### config.mk
export PLATFORM = sky130hd
export DESIGN_NAME = imem_loader
export DESIGN_NICKNAME = d
export VERILOG_FILES = /design/src/rtl/imem_loader.sv
export SDC_FILE = /design/constraint.sdc
export NUM_CORES = 1
export LEC_CHECK = 0
export ABC_AREA = 1
export CORE_UTILIZATION = 35
export CTS_CLUSTER_SIZE = 12
export DETAILED_ROUTE_END_ITERATION = 10
export GPL_ROUTABILITY_DRIVEN = 0
export PLACE_DENSITY = 0.56
export SETUP_SLACK_MARGIN = 0.2
export SLEW_MARGIN = 25
export SYNTH_ARGS = -nofsm -noshare
export SYNTH_HDL_FRONTEND = slang
export SYNTH_SLANG_ARGS = --single-unit
### constraint.sdc
create_clock -name clk_i -period 4.1 [get_ports clk_i]
set_input_delay 0.82 -clock clk_i [delete_from_list [all_inputs] [get_ports clk_i]]
set_output_delay 0.82 -clock clk_i [all_outputs]
set_load 0.005 [all_outputs]
### src/rtl/imem_loader.sv
// imem_loader
// Program loader that fills the instruction memory read by the fetch unit.
// It takes a byte stream: a 16-bit big-endian word count followed by that
// many 16-bit big-endian instructions. Each instruction is written to
// consecutive addresses starting at 0.
//
// Ports:
//   clk_i          - clock, all state updates on the rising edge
//   rst_ni         - asynchronous active-low reset
//   start_i        - begin a load (honoured only in IDLE, DONE or ERR)
//   byte_in_i      - stream byte
//   byte_valid_i   - byte_in_i is valid
//   byte_ready_o   - loader accepts a byte this cycle
//   mem_we_o       - instruction-memory write strobe, one cycle per word
//   mem_addr_o     - write address
//   mem_wdata_o    - write data
//   words_loaded_o - number of words written in the current load
//   load_done_o    - image complete, held until next start or reset
//   error_o        - header count exceeds memory depth, held likewise
module imem_loader #(
    parameter int ADDR_W = 8
) (
    input  logic              clk_i,
    input  logic              rst_ni,
    input  logic              start_i,
    input  logic [7:0]        byte_in_i,
    input  logic              byte_valid_i,
    output logic              byte_ready_o,
    output logic              mem_we_o,
    output logic [ADDR_W-1:0] mem_addr_o,
    output logic [15:0]       mem_wdata_o,
    output logic [ADDR_W:0]   words_loaded_o,
    output logic              load_done_o,
    output logic              error_o
);

    localparam int unsigned DEPTH = 32'd1 << ADDR_W;

    typedef enum logic [2:0] {
        IDLE,
        HDR_HI,
        HDR_LO,
        DATA_HI,
        DATA_LO,
        WRITE,
        DONE,
        ERR
    } state_t;

    state_t            state_q, state_d;
    logic [15:0]       count_q;
    logic [7:0]        hi_q;
    logic [ADDR_W:0]   words_q;
    logic [ADDR_W:0]   words_inc;
    logic [15:0]       hdr_count;
    logic              byte_ready_q;
    logic              mem_we_q;
    logic [ADDR_W-1:0] mem_addr_q;
    logic [15:0]       mem_wdata_q;
    logic              load_done_q;
    logic              error_q;
    logic              accept;

    // byte_ready_q is a registered decode of the current state, so a
    // handshake can be evaluated without any combinational path from state.
    assign accept = byte_valid_i && byte_ready_q;

    // Next-state decision. The full header count is only known while the
    // low header byte is on the bus, so it is assembled here for the branch.
    always_comb begin
        state_d   = state_q;
        hdr_count = {count_q[15:8], byte_in_i};
        words_inc = words_q + 1'b1;
        case (state_q)
            IDLE, DONE, ERR: begin
                if (start_i) state_d = HDR_HI;
            end
            HDR_HI: begin
                if (accept) state_d = HDR_LO;
            end
            HDR_LO: begin
                if (accept) begin
                    if (hdr_count == 16'd0)
                        state_d = DONE;
                    else if (32'(hdr_count) > DEPTH)
                        state_d = ERR;
                    else
                        state_d = DATA_HI;
                end
            end
            DATA_HI: begin
                if (accept) state_d = DATA_LO;
            end
            DATA_LO: begin
                if (accept) state_d = WRITE;
            end
            WRITE: begin
                if (32'(words_inc) == 32'(count_q))
                    state_d = DONE;
                else
                    state_d = DATA_HI;
            end
            default: state_d = IDLE;
        endcase
    end

    // State and registered outputs. words_q doubles as the write index:
    // it is the address of the next word and the count of words written.
    always_ff @(posedge clk_i or negedge rst_ni) begin
        if (!rst_ni) begin
            state_q      <= IDLE;
            count_q      <= '0;
            hi_q         <= '0;
            words_q      <= '0;
            byte_ready_q <= 1'b0;
            mem_we_q     <= 1'b0;
            mem_addr_q   <= '0;
            mem_wdata_q  <= '0;
            load_done_q  <= 1'b0;
            error_q      <= 1'b0;
        end else begin
            state_q      <= state_d;
            byte_ready_q <= (state_d == HDR_HI) || (state_d == HDR_LO) ||
                            (state_d == DATA_HI) || (state_d == DATA_LO);
            mem_we_q     <= (state_d == WRITE);
            load_done_q  <= (state_d == DONE);
            error_q      <= (state_d == ERR);
            case (state_q)
                IDLE, DONE, ERR: begin
                    if (start_i) words_q <= '0;
                end
                HDR_HI: begin
                    if (accept) count_q[15:8] <= byte_in_i;
                end
                HDR_LO: begin
                    if (accept) count_q[7:0] <= byte_in_i;
                end
                DATA_HI: begin
                    if (accept) hi_q <= byte_in_i;
                end
                DATA_LO: begin
                    if (accept) begin
                        mem_wdata_q <= {hi_q, byte_in_i};
                        mem_addr_q  <= words_q[ADDR_W-1:0];
                    end
                end
                WRITE: begin
                    words_q <= words_inc;
                end
                default: ;
            endcase
        end
    end

    assign byte_ready_o   = byte_ready_q;
    assign mem_we_o       = mem_we_q;
    assign mem_addr_o     = mem_addr_q;
    assign mem_wdata_o    = mem_wdata_q;
    assign words_loaded_o = words_q;
    assign load_done_o    = load_done_q;
    assign error_o        = error_q;

endmodule

==> flow_summary_export.csv <==
group,metric,value,unit
cts,post_cts_resized,0,
finish,post_route_cells_drive_above_1_share,0.0657,
cts,holdBufCountCts,0,
sta,totalNegativeSetupSlack,0,ns
global_routing,grt_first_pass_wirelength,11.2,mm
critical_path,startpoint,"byte_valid_i",
sta,final_number_of_setup_violating_endpoints,0,
cts,clock_tree.root_cell,"clkbuf_8",
logic_synthesis,synthesis.instances,340,
sta,max_slew.worst_pin.slew,0.875,ns
global_routing,grt_pass1_vias,2289,
finish,area.growth.synth_to_final,27.5,%
routing,drt.antenna.violating_nets,0,
critical_path,timing_worst_setup_path_type,"input pin to register",
routing,route.detailed.drc,0,
finish,final_cell_mix,"114 x nand2_1, 64 x dfrtp_1, 48 x o21ai_0, 47 x clkdlybuf4s50_1, 34 x inv_1",
power,switching_share,0.338,
die,core_area,0.00777,mm²
finish,layout.nets,405,
logic_synthesis,post_synth_instance_area,0.00284,mm²
finish,fillers,775,
critical_path,crit_path_end_kind,"register",
power,internal-power,1.53,mW
cts,cts_made_buffers,9,
finish,layout.cells.most_common,"nand2_1",
power,power_frac_clock,0.230,
job,max_cap_viol_count,0,
finish,finalInstanceArea,0.00362,mm²
die,rows,32,
sta,report.final.slew_viol_count,0,
power,irDropWorstVdd,286,µV
die,dieArea,0.00847,mm²
placed_design,io_buffers,48,
die,die_w,92.0,µm
die,start_util,0.365,
sta,timing.max_slew.rel_slack,0.413,
routing,drt_first_pass_iters,4,
global_routing,grtUsageTotal,0.175,
critical_path,ff2ff_setup_slack,1.86,ns
global_routing,antenna_violations_before_repair,0,
sta,max_clock_freq,0.390,GHz
sta,largest_clock_skew_in_the_final_design,0.00784,ns
sta,report.final.hold_viol_count,0,
placed_design,placedInstanceArea,0.00342,mm²
logic_synthesis,ys_seq_elements,64,
logic_synthesis,synth.net_count,353,
logic_synthesis,synth.yosys.warnings,0,
routing,totalWireLength,6.69,mm
logic_synthesis,synth_area_per_inst,8.34,µm²
sta,timing.final.crit_share,0.626,
power,power_switching,0.781,mW
routing,detail_route.wl_per_cell,13.4,µm
routing,detailedRoute.firstIterationViolations,116,
critical_path,critical_path_arrival,2.79,ns
critical_path,timing.rr.start,"state_q[2]$_DFF_PN0_",
global_routing,globalRouteOverflowTotal,0,
sta,grt_setup_unrepaired,"false",
power,proportion_of_power_drawn_by_flip_flops_and_latches,0.440,
die,dieHeight,92.0,µm
critical_path,worst_reg2reg_path_depth,7,
cts,tritoncts_clock_tree,"built",
cts,cts_num_sinks,64,
logic_synthesis,netlist-cell-type-count,23,
power,share_comb_of_total_power,0.330,
critical_path,setup_crit_start_kind,"input pin",
power,p_per_cell_area,639,mW/mm²
die,boundaryPins,49,
sta,finalCriticalPeriod,2.57,ns
outcome,run_status,"finished, final reports clean",
finish,insertedDiodeCount,0,
critical_path,cp_max_fo,40,
cts,cts.clk_slew.worst_paths,0.07,ns
routing,routed-via-count,2374,
critical_path,reg2reg_to,"mem_wdata_o[7]$_DFFE_PN0P_",
power,power_leakage,1.69,nW
placed_design,dp.final_hpwl,4.76,mm
cts,htree_levels,3,
min_path,hp-class,"input pin to async pin",
logic_synthesis,synth_seq_area_share,0.565,
routing,per_cell_via_count_in_the_routed_design,4.77,
global_routing,grt_start_max_net_pins,42,
finish,layout.core_utilization,0.466,
critical_path,worstPathRequired,4.32,ns
cts,clk_lat_worst_skew,0.34,ns
cts,postCtsSetupRepairBufs,0,
cts,cts_max_path_buffers,2,
## Yosys cell counts (all sizes together)
cell type / n / area [µm²]
inv: 35 / 131
nand3: 22 / 125
clkbuf: 8 / 31.3
nand2: 115 / 434
o21ai: 49 / 245
buf: 1 / 5.00
a21oi: 1 / 5.00
nor2: 20 / 92.6
nor3: 3 / 15.0
o21bai: 1 / 7.51
and3: 1 / 7.51
ha: 1 / 12.5
o22ai: 5 / 31.3
nand4: 10 / 62.6
a31oi: 1 / 6.26
nand3b: 3 / 22.5
dfrtp: 64 / 1600
## how the worst max path moves through the flow
stage,to,slack (ns),cells after the start
finish,mem_wdata_o[7]$_DFFE_PN0P_,1.53,6
global route,mem_wdata_o[2]$_DFFE_PN0P_,1.19,6
CTS,mem_wdata_o[7]$_DFFE_PN0P_,1.81,6
detailed placement,mem_wdata_o[0]$_DFFE_PN0P_,1.42,6
global placement,mem_addr_o[7]$_DFFE_PN0P_,1.46,6
floorplan,error_o$_DFF_PN0_,2.27,7
## worst max-delay path, cell delays in order
cell	delay, ns
clkdlybuf4s50_1	0.45
nand2_1	0.09
nor2_1	0.11
buf_4	0.19
clkinv_1	0.70
o21ai_0	0.42
## stage by stage
stage                     power, mW  hold WS [ns]  setup WS, ns  std cells
after floorplan                1.42         0.449          2.27        340
after global placement         1.78         0.457          1.46        483
after detailed placement       1.80         0.458          1.42        483
after CTS                      2.34         0.476          1.81        498
after global routing           2.50         0.476          1.19        498
final                          2.31         0.453          1.53        498
## layer usage
metal  GRT usage  part of all wire
met5           0                 0
met4      0.0703            0.0072
met3      0.0390             0.032
met2       0.272              0.49
met1       0.236              0.48
## flip-flops by register name (all words and copies together) (netlist names), 3 cells and up
signal and flops:
mem_wdata_o 16, state_q 3, words_loaded_o 9, mem_addr_o 8
count_q 16, hi_q 8
## cells by family (layout without fill, tap and decap cells)
kind of cell,after synthesis,count (layout),synth area share
compound gates,57,57,0.104
fa+ha+maj,1,1,0.00441
buf+inv,44,100,0.0591
flops,64,64,0.565
simple gates,174,174,0.268
## power groups by stage
stage	logic [mW]	registers, mW	clock network, mW
3_3_place_gp	0.756	1.02	0
2_1_floorplan	0.417	0.999	0
4_1_cts	0.769	1.02	0.555
3_5_place_dp	0.767	1.03	0
6_report	0.762	1.02	0.532
5_1_grt	0.878	1.04	0.579
## cell type report
cell class / instances / area (µm²) / area share
clock buffers: 10 / 138 / 0.0381
clock inverters: 5 / 57.6 / 0.0159
inverters: 35 / 131 / 0.0363
multi-input cells: 232 / 1070 / 0.295
flip-flops and latches: 64 / 1600 / 0.443
well taps: 102 / 128 / 0.0353
repair buffers: 50 / 493 / 0.136
(Power assumes the default switching activity.)
